<file path="src/rtl/note_dropper_if.sv">
// Keyboard-in / sprite-out bundle between the game top level and one falling-note lane.
interface note_dropper_if;
    logic [7:0] keycode;
    logic [7:0] keycode_second;
    logic [9:0] dropX;
    logic [9:0] dropY;
    logic       visible;
    logic       score_pulse;
    logic       hit;
    logic       miss;

    modport master (
        output keycode, keycode_second,
        input  dropX, dropY, visible, score_pulse, hit, miss
    );

    modport slave (
        input  keycode, keycode_second,
        output dropX, dropY, visible, score_pulse, hit, miss
    );
endinterface

</file>
<file path="src/rtl/note_dropper.sv">
// One rhythm-game lane: a note waits DELAY frames after start, falls SPEED px/frame,
// and is scored as a hit on a fresh key press inside the window or a miss at the bottom.
module note_dropper #(
    parameter int         X_START     = 220,
    parameter int         Y_START     = 100,
    parameter int         Y_MAX       = 400,
    parameter int         SIZE        = 40,
    parameter int         DELAY       = 1380,
    parameter int         SPEED       = 1,
    parameter logic [7:0] KEYCODE     = 8'h51,
    parameter int         HIT_LO      = 340,
    parameter int         HIT_HI      = 400,
    parameter logic [7:0] START_KEY   = 8'h2c,
    parameter logic [7:0] RESTART_KEY = 8'h01
) (
    input logic          frame_clk,
    input logic          Reset_n,
    note_dropper_if.slave bus
);

    localparam logic [9:0]  Y_START_V  = 10'(Y_START);
    localparam logic [10:0] Y_MAX_V    = 11'(Y_MAX);
    localparam logic [10:0] SIZE_V     = 11'(SIZE);
    localparam logic [10:0] SPEED_V    = 11'(SPEED);
    localparam logic [10:0] HIT_LO_V   = 11'(HIT_LO);
    localparam logic [10:0] HIT_HI_V   = 11'(HIT_HI);
    localparam logic [10:0] Y_LIMIT    = 11'(Y_MAX - SIZE);
    localparam logic [11:0] LAST_COUNT = 12'(DELAY - 1);

    typedef enum logic [2:0] {IDLE, WAIT, FALL, HIT, MISS} state_t;

    state_t      state, state_next;
    logic [11:0] counter, counter_next;
    logic [9:0]  drop_y, drop_y_next;
    logic        key_prev, key_now, press;
    logic        hit_flag, hit_next;
    logic        miss_flag, miss_next;
    logic        pulse, pulse_next;
    logic [10:0] bottom, advanced;

    assign key_now  = (bus.keycode == KEYCODE) || (bus.keycode_second == KEYCODE);
    assign press    = key_now && !key_prev;
    assign bottom   = {1'b0, drop_y} + SIZE_V;
    assign advanced = {1'b0, drop_y} + SPEED_V;

    always_ff @(posedge frame_clk or negedge Reset_n) begin
        if (!Reset_n) begin
            state     <= IDLE;
            counter   <= '0;
            drop_y    <= Y_START_V;
            key_prev  <= 1'b0;
            hit_flag  <= 1'b0;
            miss_flag <= 1'b0;
            pulse     <= 1'b0;
        end else begin
            state     <= state_next;
            counter   <= counter_next;
            drop_y    <= drop_y_next;
            key_prev  <= key_now;
            hit_flag  <= hit_next;
            miss_flag <= miss_next;
            pulse     <= pulse_next;
        end
    end

    // Miss is tested before hit so a press on the frame the note bottoms out still misses.
    always_comb begin
        state_next   = state;
        counter_next = counter;
        drop_y_next  = drop_y;
        hit_next     = hit_flag;
        miss_next    = miss_flag;
        pulse_next   = 1'b0;
        case (state)
            IDLE: begin
                drop_y_next  = Y_START_V;
                counter_next = '0;
                if (bus.keycode == START_KEY)
                    state_next = (DELAY == 0) ? FALL : WAIT;
            end
            WAIT: begin
                counter_next = counter + 12'd1;
                if (counter == LAST_COUNT)
                    state_next = FALL;
            end
            FALL: begin
                if (bottom >= Y_MAX_V) begin
                    state_next = MISS;
                    miss_next  = 1'b1;
                end else if (press && bottom >= HIT_LO_V && bottom < HIT_HI_V) begin
                    state_next = HIT;
                    hit_next   = 1'b1;
                    pulse_next = 1'b1;
                end else begin
                    drop_y_next = (advanced > Y_LIMIT) ? Y_LIMIT[9:0] : advanced[9:0];
                end
            end
            HIT, MISS: begin
                if (bus.keycode == RESTART_KEY) begin
                    state_next   = IDLE;
                    hit_next     = 1'b0;
                    miss_next    = 1'b0;
                    drop_y_next  = Y_START_V;
                    counter_next = '0;
                end
            end
            default: state_next = IDLE;
        endcase
    end

    assign bus.dropX       = 10'(X_START);
    assign bus.dropY       = drop_y;
    assign bus.visible     = (state != HIT) && (state != MISS);
    assign bus.score_pulse = pulse;
    assign bus.hit         = hit_flag;
    assign bus.miss        = miss_flag;

endmodule

</file>
<file path="src/flat_wrapper.sv">
// flat-port wrapper written by rule: the top's interface ports become plain ports
module note_dropper_flat 
#(
    parameter int         X_START     = 220,
    parameter int         Y_START     = 100,
    parameter int         Y_MAX       = 400,
    parameter int         SIZE        = 40,
    parameter int         DELAY       = 1380,
    parameter int         SPEED       = 1,
    parameter logic [7:0] KEYCODE     = 8'h51,
    parameter int         HIT_LO      = 340,
    parameter int         HIT_HI      = 400,
    parameter logic [7:0] START_KEY   = 8'h2c,
    parameter logic [7:0] RESTART_KEY = 8'h01
)
  (frame_clk, Reset_n, bus_keycode, bus_keycode_second, bus_dropX, bus_dropY, bus_visible, bus_score_pulse, bus_hit, bus_miss);
  note_dropper_if bus_i ();
  input logic frame_clk;
  input logic Reset_n;
  input wire logic [$bits(bus_i.keycode)-1:0] bus_keycode;
  input wire logic [$bits(bus_i.keycode_second)-1:0] bus_keycode_second;
  output wire logic [$bits(bus_i.dropX)-1:0] bus_dropX;
  output wire logic [$bits(bus_i.dropY)-1:0] bus_dropY;
  output wire logic [$bits(bus_i.visible)-1:0] bus_visible;
  output wire logic [$bits(bus_i.score_pulse)-1:0] bus_score_pulse;
  output wire logic [$bits(bus_i.hit)-1:0] bus_hit;
  output wire logic [$bits(bus_i.miss)-1:0] bus_miss;
  assign bus_i.keycode = bus_keycode;
  assign bus_i.keycode_second = bus_keycode_second;
  assign bus_dropX = bus_i.dropX;
  assign bus_dropY = bus_i.dropY;
  assign bus_visible = bus_i.visible;
  assign bus_score_pulse = bus_i.score_pulse;
  assign bus_hit = bus_i.hit;
  assign bus_miss = bus_i.miss;
  note_dropper #(.X_START(X_START), .Y_START(Y_START), .Y_MAX(Y_MAX), .SIZE(SIZE), .DELAY(DELAY), .SPEED(SPEED), .KEYCODE(KEYCODE), .HIT_LO(HIT_LO), .HIT_HI(HIT_HI), .START_KEY(START_KEY), .RESTART_KEY(RESTART_KEY)) u_core (.frame_clk(frame_clk), .Reset_n(Reset_n), .bus(bus_i));
endmodule
</file>
<file path="config.mk">
export PLATFORM = sky130hd
export DESIGN_NAME = note_dropper_flat
export DESIGN_NICKNAME = d
export VERILOG_FILES = /design/src/rtl/note_dropper_if.sv /design/src/rtl/note_dropper.sv /design/src/flat_wrapper.sv
export SDC_FILE = /design/constraint.sdc
export NUM_CORES = 1
export LEC_CHECK = 0
export ABC_AREA = 1
export CELL_PAD_IN_SITES_DETAIL_PLACEMENT = 0
export CELL_PAD_IN_SITES_GLOBAL_PLACEMENT = 1
export CORE_ASPECT_RATIO = 1.75
export CORE_MARGIN = 4
export CORE_UTILIZATION = 33
export DETAILED_ROUTE_END_ITERATION = 7
export PLACE_DENSITY = 0.88
export REMOVE_ABC_BUFFERS = 1
export SLEW_MARGIN = 10
export SYNTH_ARGS = -nofsm -noshare
export SYNTH_HDL_FRONTEND = slang
export SYNTH_SLANG_ARGS = --single-unit
export TNS_END_PERCENT = 5
</file>
<file path="constraint.sdc">
create_clock -name frame_clk -period 1.7 [get_ports frame_clk]
set_input_delay 0.255 -clock frame_clk [delete_from_list [all_inputs] [get_ports frame_clk]]
set_output_delay 0.255 -clock frame_clk [all_outputs]
set_load 0.005 [all_outputs]
</file>
==> results.md, run 1 <==
Outcome:
- The flow ran to the end, but the final reports show violations.
- The checks that failed: negative setup slack.

Clocking:
- The cell sitting at the root of the clock tree is a clkbuf_8.
- CTS built an H-tree with a depth of 2.
- For the worst-skew pair, the clock arrives at the later sink with an insertion delay of 280 ps.
- After clock tree synthesis, the clock-pin slew on the worst setup and hold paths is 60 ps.
- The number of hold-repair buffers added at the cts stage is 0.
- The clock sink count is 29.
- TritonCTS built the clock tree.
- The maximum clock path buffer count is 2.
- The TritonCTS buffer count is 5.

Worst setup path:
- The critical path's largest stage delay is 600 ps.
- The number of buffers and inverters on the critical path is 1.
- The critical path endpoint category is a flop.
- The critical path class is flop to flop.
- Data arrives at the worst endpoint at 2020 ps.
- The family with the most delay on the worst path is simple AND/OR/NAND/NOR gates.
- The capture point of the worst reg-to-reg path is u_core.bus.dropY[1].
- For the worst setup path, the data required time is 1920 ps.
- The worst reg2reg path startpoint is u_core.bus.dropY[5].
- The critical path goes through nand2_1 -> nor2_2 -> nand2_2 -> nor2_1 -> xor2_1 -> inv_1 -> nand2_2 -> nand2_4 -> nor2_2 -> nand2_1 -> nand2_1.
- Among all stages on the critical path, the largest delay is contributed by dfstp_2.
- The worst register-to-register path has a depth of 11.
- The setup slack of the most critical reg-to-reg path is -100 ps.
- Counting stages on the worst path, the most repeated cell is nand2_1.
- STA classifies the critical path startpoint as a flop.
- The highest fanout seen on the critical path is 6.

Yosys:
- The synthesized netlist devotes 4.83% of its cell area to XOR and XNOR gates.
- The number of unique standard cell types used by synthesis is 35.
- Yosys instantiated no cell more often than nand2_1.
- Of the total synthesized cell area, the portion taken by full adders, half adders and majority gates is 3.45%.
- Yosys printed 0 warnings.
- The instance count of the mapped netlist is 314.
- Sorting the synthesized cells by area gives the leading types as dfrtp_1 (30%), nand2_1 (16%), inv_1 (6.4%).
- Of the post-synthesis cell area, the dominant cell type holds 29.9%.
- Of the post-synthesis cell area, the part taken by muxes is 0%.
- After synthesis, the share of flip-flops with an asynchronous set or reset is 100%.
- The number of flops mapped to enable cells by yosys is 0.
- After synthesis the netlist holds a flip-flop and latch count of 29.
- The share of synthesized area occupied by flip-flops and latches is 33.5%.
- The synthesized design spends more area on one cell type than any other, namely dfrtp_1.
- After Yosys synthesis, and, or, nand and nor cells account for 37.5% of the synthesized area.
- The most used flip-flop cell after synthesis is dfrtp_1.
- The mean cell area of the mapped netlist is 6.93 µm².
- After synthesis, the largest family of logic cells by area is simple AND/OR/NAND/NOR gates.
- Sorting the synthesized cells by how often they occur yields nand2_1 (91), inv_1 (37), dfrtp_1 (26), nor2_1 (26), nand3_1 (25).
- The netlist area before placement is 2180 µm².
- The synthesized netlist devotes 7.94% of its cell area to compound gates.

Place:
- After legalization and detailed placement, the total HPWL measured 4570 µm.
- Buffers placed on the I/O ports in this run total 31.
- The cell total after placement is 461.
- The routability-driven placement congestion ratio is 0.833.
- Once placement finished, the instance area stood at 2830 µm².

Cells and area:
- The repair_antennas step left the layout with diodes totalling 0.
- The share of post-route cells with drive strength above 1 is 31.5%.
- Excluding fillers, the count of instances in the completed layout stands at 480.
- With fillers left out, the area of the finished cells amounts to 3250 µm².
- The relative area change from synthesis to final layout is 49.3%.
- The final layout contains 423 nets.

Flow run:
- Max-cap violations in this run came to 0.

Pwr:
- The share of total power in combinational logic is 52.5%.
- The total leakage power is 1.53 nW.
- In this run the power density over the cells is 1090 nW/µm².
- The cell-internal power is 0.00213 W.
- The worst supply voltage drop on vdd is 0.677 mV.
- The portion of total power attributed to the clock network is 21.1%.
- Registers are responsible for 26.4% of the overall power.
- The switching power is 0.00141 W.
- The switching portion of total power is 39.8%.
- The design draws 0.00353 W.

Detailed routing:
- The routed wire length is 5900 µm.
- The final routed wire length divided by cell count is 12.3 µm.
- Across all layers, the routed design uses 2257 vias.
- In the routed design, unresolved DRC markers number 0.
- The detail route stage leaves a number of antenna-violating nets equal to 0.
- After the first detailed-routing iteration, the DRC count stood at 83.
- The average vias per placed instance is 4.70.
- The first-pass detailed-route iteration total is 4.

Min path:
- The worst min-delay path class is primary input to asynchronous set/reset pin.

Global routing:
- The number of global-route vias before repair was 2351.
- Global routing finished with a remaining overflow of 0.
- The global-route total usage across every layer is 15.7%.
- Entering global routing, the biggest net connects 30 pins.
- The number of antenna violations at the first check in global routing was 0.
- The global-route wire length before repair is 10200 µm.

Floorplan:
- Once the floorplan was initialized, standard cells occupied 34.4% of the core.
- The die covers 8010 µm².
- For this design the top-level I/O count stands at 42.
- The floorplan has 38 rows.
- The floorplan step set the die width to 69.4 µm.
- The die is 115 µm tall.
- The core region is 6320 µm².

STA:
- On the final layout, the worst clock skew is 4.86 ps.
- Dividing the final minimum period by the clock period gives 106%.
- The number of pins with negative max-slew slack in the final report came to 0.
- Setup repair after global routing could not meet its margin everywhere.
- Setup violations remaining at the end of the flow were counted as 13.
- The hold violation count in the final report is 0.
- The total negative setup slack is -841 ps.
- The achievable frequency is 557 MHz.
- The setup slack of the critical path after layout is -95.7 ps.
- The minimum period implied by the final worst setup slack is 1800 ps.
[layout make-up]
cell class | count | area, µm²
clock buffers | 7 | 86.3
clock inverters | 1 | 30.0
fillers | 607 | 3080
inverters | 44 | 175
multi-input cells | 236 | 1400
flip-flops and latches | 29 | 732
well taps | 80 | 100
repair buffers | 83 | 726
[how the worst max path moves through the flow]
| stage | start | to | slack [ps] | depth (start not counted) |
|---|---|---|---|---|
| finish | u_core.bus.dropY[5] | u_core.bus.dropY[1] | -100 | 11 |
| global route | u_core.bus.dropY[5] | u_core.bus.dropY[1] | -230 | 11 |
| CTS | u_core.bus.dropY[4] | u_core.bus.dropY[1] | -130 | 14 |
| detailed placement | bus_keycode[0] | u_core.counter[1] | -290 | 9 |
| global placement | bus_keycode[0] | u_core.counter[10] | -230 | 9 |
| floorplan | u_core.bus.dropY[3] | u_core.bus.dropY[3] | -80 | 11 |
[power groups by stage]
stage	logic, W	registers, W	clock network, W
after floorplan	0.000855	0.000951	0
after global placement	0.00161	0.000939	0
after detailed placement	0.00163	0.000937	0
after CTS	0.00178	0.000923	0.000763
after global routing	0.00207	0.000951	0.000789
final	0.00186	0.000933	0.000745
[worst register-to-register path, cell delays in order, from the launching register on]
cell,delay (ps)
dfstp_2,600
nand2_1,80
nor2_2,120
nand2_2,80
nor2_1,130
xor2_1,160
inv_1,80
nand2_2,120
nand2_4,130
nor2_2,140
nand2_1,60
nand2_1,50
[per-layer routing]
layer / track usage, % / up-vias / routed length, µm
li1: - / 1147 / -
met1: 14.6 / 1062 / 1960
met2: 32.6 / 32 / 3640
met3: 2.26 / 16 / 127
met4: 7.69 / 0 / 177
met5: 0 / - / 0
[registers in the layout, summed over array words and instances (netlist names)]
| register | count |
|---|---|
| u_core.bus.dropY | 10 |
| u_core.bus.hit | 1 |
| u_core.bus.miss | 1 |
| u_core.bus.score_pulse | 1 |
| u_core.counter | 12 |
| u_core.key_prev | 1 |
| u_core.state | 3 |
[through the flow]
step	setup slack, ps	hold WS (ps)	utilization, %
after global placement	-231	505	44.8
after detailed placement	-288	512	44.8
final	-95.7	353	51.4
after CTS	-134	357	48.6
after floorplan	-81.9	-40.6	-
after global routing	-231	373	51.4
[kinds of logic after synthesis]
logic type / count (synthesis)
other: 2
AOI/OAI and AO/OA: 29
adders and majority gates: 6
and+or+nand+nor: 178
buffers and inverters: 58
DFF: 29
xor gates and xnor gates: 12
[what timing repair did]
action / in CTS / in global routing
gates cloned: 1 / 0
endpoints found under the hold margin: 0 / 0
setup buffers: 8 / 2
gates resized for setup: 24 / 41
pin swaps: 7 / 19
setup endpoints to repair: 19 / 30
[cells in the final DEF, fill, tap and decap left out, types with 3 or more instances in the layout]
cell type,n
nand2_2,15
conb_1,10
o22ai_1,7
dfrtp_1,24
nor2_1,14
ha_4,3
nand2_1,80
nor3_1,11
buf_4,46
nand4_1,4
xor2_1,10
nor2_2,10
a21oi_1,4
dfstp_2,3
clkdlybuf4s50_1,26
buf_6,6
o21ai_0,8
inv_1,35
nand3_1,22
nand3_2,4
nor4_1,3
o21ai_1,3
nand2_4,4
inv_2,6
nor2_4,6
clkbuf_8,6
Power figures use the tool's default switching activity.
==> inputs of run 2 (changes only) <==
==> constraint.sdc (replaced) <==
create_clock -name frame_clk -period 1.5 [get_ports frame_clk]
set_input_delay 0.225 -clock frame_clk [delete_from_list [all_inputs] [get_ports frame_clk]]
set_output_delay 0.225 -clock frame_clk [all_outputs]
set_load 0.005 [all_outputs]
==> run 2 against run 1 <==
The flow still finishes with violations (negative setup slack). Sequential share of layout area grew 0.40 points. First-iteration DRC count fell by 12%. Critical path type is now flop to output pin. Combinational power increased by 14%.
==> results.md, run 2 (same netlist as run 1, synthesis figures left out) <==
Outcome:
- The flow ran to the end, but the final reports show violations.
- The checks that failed: negative setup slack.

Worst setup path:
- The kind of launch point of the worst setup path is a flop.
- The critical path's largest stage delay is 470 ps.
- Across all register-to-register paths, the minimum setup slack is -320 ps.
- The slowest library cell on the worst path is clkdlybuf4s50_1.
- The capture point of the worst reg-to-reg path is u_core.bus.dropY[3].
- STA puts the critical path data required time at 1270 ps.
- The most repeated library cell on the critical path is nor2_2.
- For the worst flop-to-flop path, the logic depth is 10.
- STA puts the critical path data arrival time at 1590 ps.
- The critical path class is flop to output pin.
- The worst setup path is captured at an output pin.
- Along the worst path, the maximum fanout reaches 4.
- The critical path goes through nor2_2 -> nor2_2 -> nor2_2 -> inv_1 -> clkdlybuf4s50_1.
- The worst reg2reg path startpoint is u_core.bus.dropY[3].

Floorplan:
- The initial utilization of the core area, before any placement, comes to 34.4%.
- The die width is 69.4 µm.
- For this design the top-level I/O count stands at 42.
- The region available for standard cell placement spans 6320 µm².
- The number of placement rows is 38.
- The die is 115 µm tall.
- The area of the die is 8010 µm².

Global routing:
- The number of global-route vias before repair is 2338.
- The maximum number of pins on one net before global-route repair is 30.
- In the global route stage, overall resource usage came out at 15.5%.
- For this run the aggregate overflow at the end of global routing stands at 0.
- The global-route wire length before repair is 10000 µm.
- The number of antenna violations at the first check in global routing came to 0.

Clocking:
- The maximum clock path buffer count is 2.
- The H-tree generated during clock tree synthesis spans 2 levels.
- The TritonCTS clock tree is done.
- The clock sink count is 29.
- The TritonCTS buffer count is 5.
- The cell at the root of the clock tree is clkbuf_8.
- At the later pin of the worst-skew pair, clock insertion delay measures 280 ps.
- After clock tree synthesis, the clock-pin slew on the worst setup and hold paths is 60 ps.
- The number of hold-repair buffers added at the cts stage is 0.

STA:
- The number of pins with negative max-slew slack in the final report is 0.
- The clock tree skew after final layout is 3.77 ps.
- The minimum period implied by the final worst setup slack is 1820 ps.
- Setup repair after global routing could not meet its margin everywhere.
- Setup violations remaining at the end of the flow were counted as 20.
- The hold violation count in the final report is 0.
- Across all setup checks in the final design, the least slack found is -320 ps.
- Of the available clock period, the critical path in the final layout requires 121%.
- Derived from the worst setup path, the maximum achievable clock frequency is 550 MHz.

Cells and area:
- The most frequent standard cell in the layout excluding fill and tap cells is nand2_1.
- The final non-filler cell total is 487.
- Relative to the synthesized area, the layout overhead comes to 47.2%.
- Leaving out fill and tap cells, the most frequent cells in the layout are nand2_1 (81), buf_4 (53), inv_1 (36).
- u_core.counter holds more flip-flops than any other register.
- The share of post-route cells with drive strength above 1 is 31.7%.
- The number of diodes is 0.
- In the final design database the tool counted 430 nets.
- The register with the most flip-flops in the layout has 12 of them.

Detailed routing:
- The post-route DRC violation count is 0.
- The number of design-rule violations left by the first detailed-router iteration is 73.
- Using the TritonRoute via totals, the vias-per-cell ratio works out to 4.71.
- After detailed routing, the average wire length per cell comes to 12.2 µm.
- The pre-antenna-repair detailed-routing pass consisted of 4 iterations.
- The via count is 2294.
- Wires add up to 5940 µm.
- The detail route stage leaves a number of antenna-violating nets equal to 0.

Flow run:
- The number of max-cap violations is 0.

Pwr:
- After layout, the design draws a total of 0.00379 W.
- Across the VDD grid, the largest voltage drop is 0.752 mV.
- Dividing total power by cell area gives a power density of 1180 nW/µm².
- In this run the static leakage power is 1.56 nW.

Place:
- The cell total after placement is 476.
- The routability-driven placement congestion ratio is 0.816.
- Buffers placed on the I/O ports in this run total 31.
- After legalization and detailed placement, the total HPWL measured 4700 µm.

Min path:
- The worst min-delay path class is primary input to asynchronous set/reset pin.
-- run 2: cell types whose count changed in the layout (fill, tap and decap cells not counted), sizes merged --
| cell | previous run | this run |
|---|---|---|
| bufinv | 1 | 0 |
| clkdlybuf4s50 | 26 | 24 |
| dlygate4sd2 | 2 | 5 |
| clkbuf | 7 | 6 |
| clkinv | 1 | 3 |
| clkdlybuf4s15 | 1 | 0 |
| buf | 52 | 59 |
-- run 2: worst max path at each step --
stage                           to  slack (ps)  cells past startpoint           startpoint
2_1_floorplan  u_core.bus.dropY[3]        -280                     11  u_core.bus.dropY[3]
3_3_place_gp    u_core.counter[10]        -390                      9       bus_keycode[0]
3_5_place_dp     u_core.counter[1]        -440                      9       bus_keycode[0]
4_1_cts        u_core.bus.dropY[0]        -340                     13  u_core.bus.dropY[3]
5_1_grt        u_core.bus.dropY[7]        -430                     12  u_core.bus.dropY[5]
6_report               bus_visible        -320                      5      u_core.state[0]
-- run 2: per-layer routing --
layer / GRT usage [%] / vias up / share of wire [%]
met5: 0 / - / 0
met4: 6.65 / 0 / 2.6
met3: 2.43 / 13 / 2.3
met2: 33.2 / 37 / 62
met1: 13.8 / 1068 / 33
li1: - / 1176 / -
-- run 2: repair_timing --
item,4_1_cts,5_1_grt
setup buffers,0,2
gates resized for setup,29,23
gates cloned,1,0
setup endpoints to repair,37,33
pin swaps,6,8
-- run 2: layout make-up --
class,count,area [µm²]
sequential,29,734
fill,650,3120
multi-input combinational,236,1330
tap,80,100
inverter,44,173
clock inverter,2,10.0
clock buffer,6,72.6
timing repair buffer,90,783
-- run 2: report_power, final --
group          total (W)  switching [W]  internal (W)
combinational    0.00212        0.00116      0.000965
clock           0.000606       0.000285      0.000320
sequential       0.00106       0.000131      0.000927
total            0.00379        0.00158       0.00221
-- run 2: critical path, delay by kind of cell (launching register included) --
| family | cells | cell delay, ps |
|---|---|---|
| simple gates | 3 | 360 |
| flops | 1 | 420 |
| buf+inv | 2 | 540 |
-- run 2: stage by stage --
stage | instance area (µm²) | utilization, % | hold slack, ps | setup TNS (ps) | worst slack [ps]
floorplan | 2100 | - | -70.6 | -3620 | -282
global placement | 2960 | 46.7 | 509 | -9880 | -393
detailed placement | 2960 | 46.7 | 521 | -10560 | -442
CTS | 3120 | 49.3 | 301 | -5510 | -345
global route | 3200 | 50.7 | 311 | -7990 | -428
finish | 3200 | 50.7 | 299 | -4540 | -320
==> inputs of run 3 (changes only) <==
--- a/config.mk
+++ b/config.mk
@@ -10,9 +10,10 @@
 export CELL_PAD_IN_SITES_GLOBAL_PLACEMENT = 1
 export CORE_ASPECT_RATIO = 1.75
 export CORE_MARGIN = 4
-export CORE_UTILIZATION = 33
+export CORE_UTILIZATION = 40
 export DETAILED_ROUTE_END_ITERATION = 7
-export PLACE_DENSITY = 0.88
+export MAX_ROUTING_LAYER = met4
+export PLACE_DENSITY = 0.95
 export REMOVE_ABC_BUFFERS = 1
 export SLEW_MARGIN = 10
 export SYNTH_ARGS = -nofsm -noshare
==> constraint.sdc (replaced) <==
create_clock -name frame_clk -period 2.2 [get_ports frame_clk]
set_input_delay 0.33 -clock frame_clk [delete_from_list [all_inputs] [get_ports frame_clk]]
set_output_delay 0.33 -clock frame_clk [all_outputs]
set_load 0.005 [all_outputs]
==> run 3 against run 2 <==
First-iteration DRC count rose by 1.4%. Critical path type is now flop to flop. Utilization fell by 1.1 points. Worst hold slack improved by 130 ps. Via count fell by 9.9%. Register-to-register slack improved by 520 ps. The flow now finishes without violations. Non-clock buffer count fell by 54. Count of clock-buffer cells in the layout did not move. Largest cell class unchanged. Sequential share of layout area rose by 5.1 points.
==> results.md, run 3 (same netlist as run 1, synthesis figures left out) <==
Floorplan:
- The floorplan step defined a die boundary enclosing 6730 µm².
- The initial core utilization is 41.4%.
- After floorplanning, the core was divided into 35 placement rows.
- The die is 63.8 µm wide.
- The number of top-level design ports is 42.
- The core area is 5260 µm².
- Measured along the y axis, the die boundary spans 106 µm.

Clocking:
- The clock latency reported for the late side of the worst-skew pair is 280 ps.
- The clock net in this run drives a total of 29 sinks.
- In this run the clock root is driven by a clkbuf_8.
- TritonCTS built the clock tree.
- The number of levels in the clock H-tree is 2.
- After clock tree synthesis, the flow added hold-fix buffers numbering 0.
- The TritonCTS buffer count is 5.
- In this run the deepest clock path goes through 2 buffers.
- Clock-pin slew was measured on the worst setup and hold paths at 70 ps.

Worst setup path:
- Data on the critical path is required at its endpoint by 2370 ps.
- Grouping stages by cell kind, the critical path spends the most delay in simple AND/OR/NAND/NOR gates.
- The count of buffering cells on the critical path with inverters included is 1.
- The data arrival time of the critical path is 2170 ps.
- STA classifies the critical path startpoint as a flop.
- The most numerous cell type found on the critical path is nand2_1.
- STA classifies the critical path endpoint as a flop.
- The slowest library cell on the worst path is dfrtp_1.
- Along the worst path, the maximum fanout reaches 7.
- In this design, the stage delay of the slowest critical-path cell is 450 ps.
- The critical path goes through ha_1 -> nor2_1 -> o21ai_1 -> nand2_1 -> nand3_2 -> nand2_4 -> clkinv_2 -> nand3_2 -> nand2_1 -> nand2_1 -> nand2_1.
- The worst setup path is of the flop to flop kind.

STA:
- The clock tree skew after final layout is 7.07 ps.
- Setup violations remaining at the end of the flow were counted as 0.
- Setup total negative slack on the finished layout was measured at 0 ps.
- The minimum period implied by the final worst setup slack is 2000 ps.
- The number of pins with negative max-slew slack in the final report came to 0.
- The hold violation count in the final report is 0.
- Setup repair after global routing could not meet its margin everywhere.
- The achievable frequency is 500 MHz.
- The share of the cycle needed by the critical path after routing is 91.0%.

Cells and area:
- The library cells used most frequently in the layout, excluding fill and tap cells, are nand2_1 (91), inv_1 (37), clkdlybuf4s50_1 (31).
- The number of diodes is 0.
- The filler cells instantiated in the layout total 547.
- Registers take 729 µm².
- The flip-flop count of the largest register after layout is 12.
- The share of post-route cells with drive strength above 1 is 11.1%.
- The post-route core utilization is 49.5%.
- The relative area change from synthesis to final layout is 19.7%.
- For this run, the post-layout net count is 375.
- The area occupied by multi-input gates is 1210 µm².
- Leaving out fill and tap cells, the most frequent cell in the layout is nand2_1.
- The register ranked first by flip-flop count is u_core.counter.
- The finished layout cell area is 2600 µm².

Global routing:
- The global-route wire length before repair is 8940 µm.
- The number of antenna violations at the first check in global routing was 0.
- The maximum number of pins on one net before global-route repair is 30.
- The overflow left after global routing is 0.
- Global routing consumed, over all layers together, 17.1% of the routing resources.
- The number of global-route vias before repair is 1998.

Detailed routing:
- In this run the remaining antenna-violating nets after routing total 0.
- Dividing the detail-routed wire length by the instance count gives 12.8 µm.
- The via count is 2068.
- The average vias per placed instance is 5.08.
- The routed length on met2 is 3060 µm.
- The pre-antenna-repair detailed-routing pass consisted of 5 iterations.
- The post-route DRC violation count is 0.
- The routed wire length is 5200 µm.
- The detailed router used layers up to and including met4.
- The detailed-routed wire length on met3 is 133 µm.
- In this run, the number of DRC markers left after iteration 0 of detailed routing was 74.
- The wire length the detailed router placed on met1 is 1900 µm.

Pwr:
- Of the total power, the clock network draws 19.8%.
- The register share of total power is 34.7%.
- In this run the power density over the cells is 820 nW/µm².
- For this design the total switching power over the nets is 0.000930 W.
- Per report_power, the combinational group accounts for 45.5% of the total.
- In this run switching power makes up 43.5% of total power.
- For this design the static power due to leakage is 1.22 nW.
- Internal power comes to 0.00121 W.
- VDD sags by at most 0.518 mV.

Place:
- Summing all placed instances gives a cell area of 2520 µm².
- The number of port buffers is 31.
- The routability-driven placement congestion ratio is 0.892.
- The placed wire-length estimate after detailed placement is 4230 µm.

Min path:
- The worst hold path belongs to the class primary input to asynchronous set/reset pin.

Outcome:
- The flow ran to the end, and the final reports show no timing, DRC or antenna violations.

Flow run:
- The tool flagged a number of max-cap violations equal to 0.
[run 3: cell count changes in the layout (fill, tap and decap cells not counted), sizes merged]
| cell | delta |
|---|---|
| buf | -54 |
| clkdlybuf4s50 | +7 |
| dlygate4sd2 | -5 |
| dlymetal6s2s | -2 |
| nand2 | -1 |
[run 3: timing repair]
action	in CTS	in global routing
hold endpoints to repair	0	0
setup endpoints to repair	0	3
gates resized for setup	0	0
buffers inserted	0	0
[run 3: stage by stage]
step	total power (W)	hold WS (ps)	std cells	setup WS [ps]
6_report	0.00213	433	407	198
2_1_floorplan	0.00140	34.4	308	418
4_1_cts	0.00216	443	407	163
5_1_grt	0.00233	460	407	-11.5
3_3_place_gp	0.00171	497	399	139
3_5_place_dp	0.00173	501	399	125
[run 3: per-layer routing]
metal	global-route usage, %	vias to the layer above
met1	16.6	961
met2	32.7	39
met4	7.26	0
met3	2.56	10
met5	-	-
li1	-	1058
[run 3: final timing paths]
path / startpoint / to / slack [ps] / cells after the start
max: u_core.bus.dropY[3] / u_core.state[1] / 200 / 11
min: Reset_n / u_core.bus.dropY[1] / 430 / 2
max reg2reg: u_core.bus.dropY[3] / u_core.state[1] / 200 / 11
min reg2reg: u_core.bus.dropY[5] / u_core.bus.dropY[5] / 510 / 2
max in group asynchronous: Reset_n / u_core.bus.dropY[6] / 1440 / 2
min in group frame_clk: u_core.bus.dropY[5] / u_core.bus.dropY[5] / 510 / 2
[run 3: worst reg2reg max path, stage by stage (launching register included)]
cell and delay [ps]:
dfrtp_1 450, ha_1 260, nor2_1 280, o21ai_1 100
nand2_1 120, nand3_2 110, nand2_4 110, clkinv_2 110
nand3_2 140, nand2_1 100, nand2_1 80, nand2_1 50
[run 3: area by class of cell]
cell class	count	area share, %
Clock buffer	6	2.79
Clock inverter	2	0.384
Inverter	44	6.49
Multi-Input combinational cell	235	46.3
Sequential cell	29	28.0
Tap cell	55	2.64
Timing Repair Buffer	36	13.4
[run 3: power groups by stage]
stage	registers [W]	logic, W	clock network, W
3_3_place_gp	0.000745	0.000965	0
6_report	0.000740	0.000972	0.000423
2_1_floorplan	0.000735	0.000660	0
3_5_place_dp	0.000748	0.000985	0
4_1_cts	0.000739	0.000987	0.000438
5_1_grt	0.000752	0.00111	0.000466
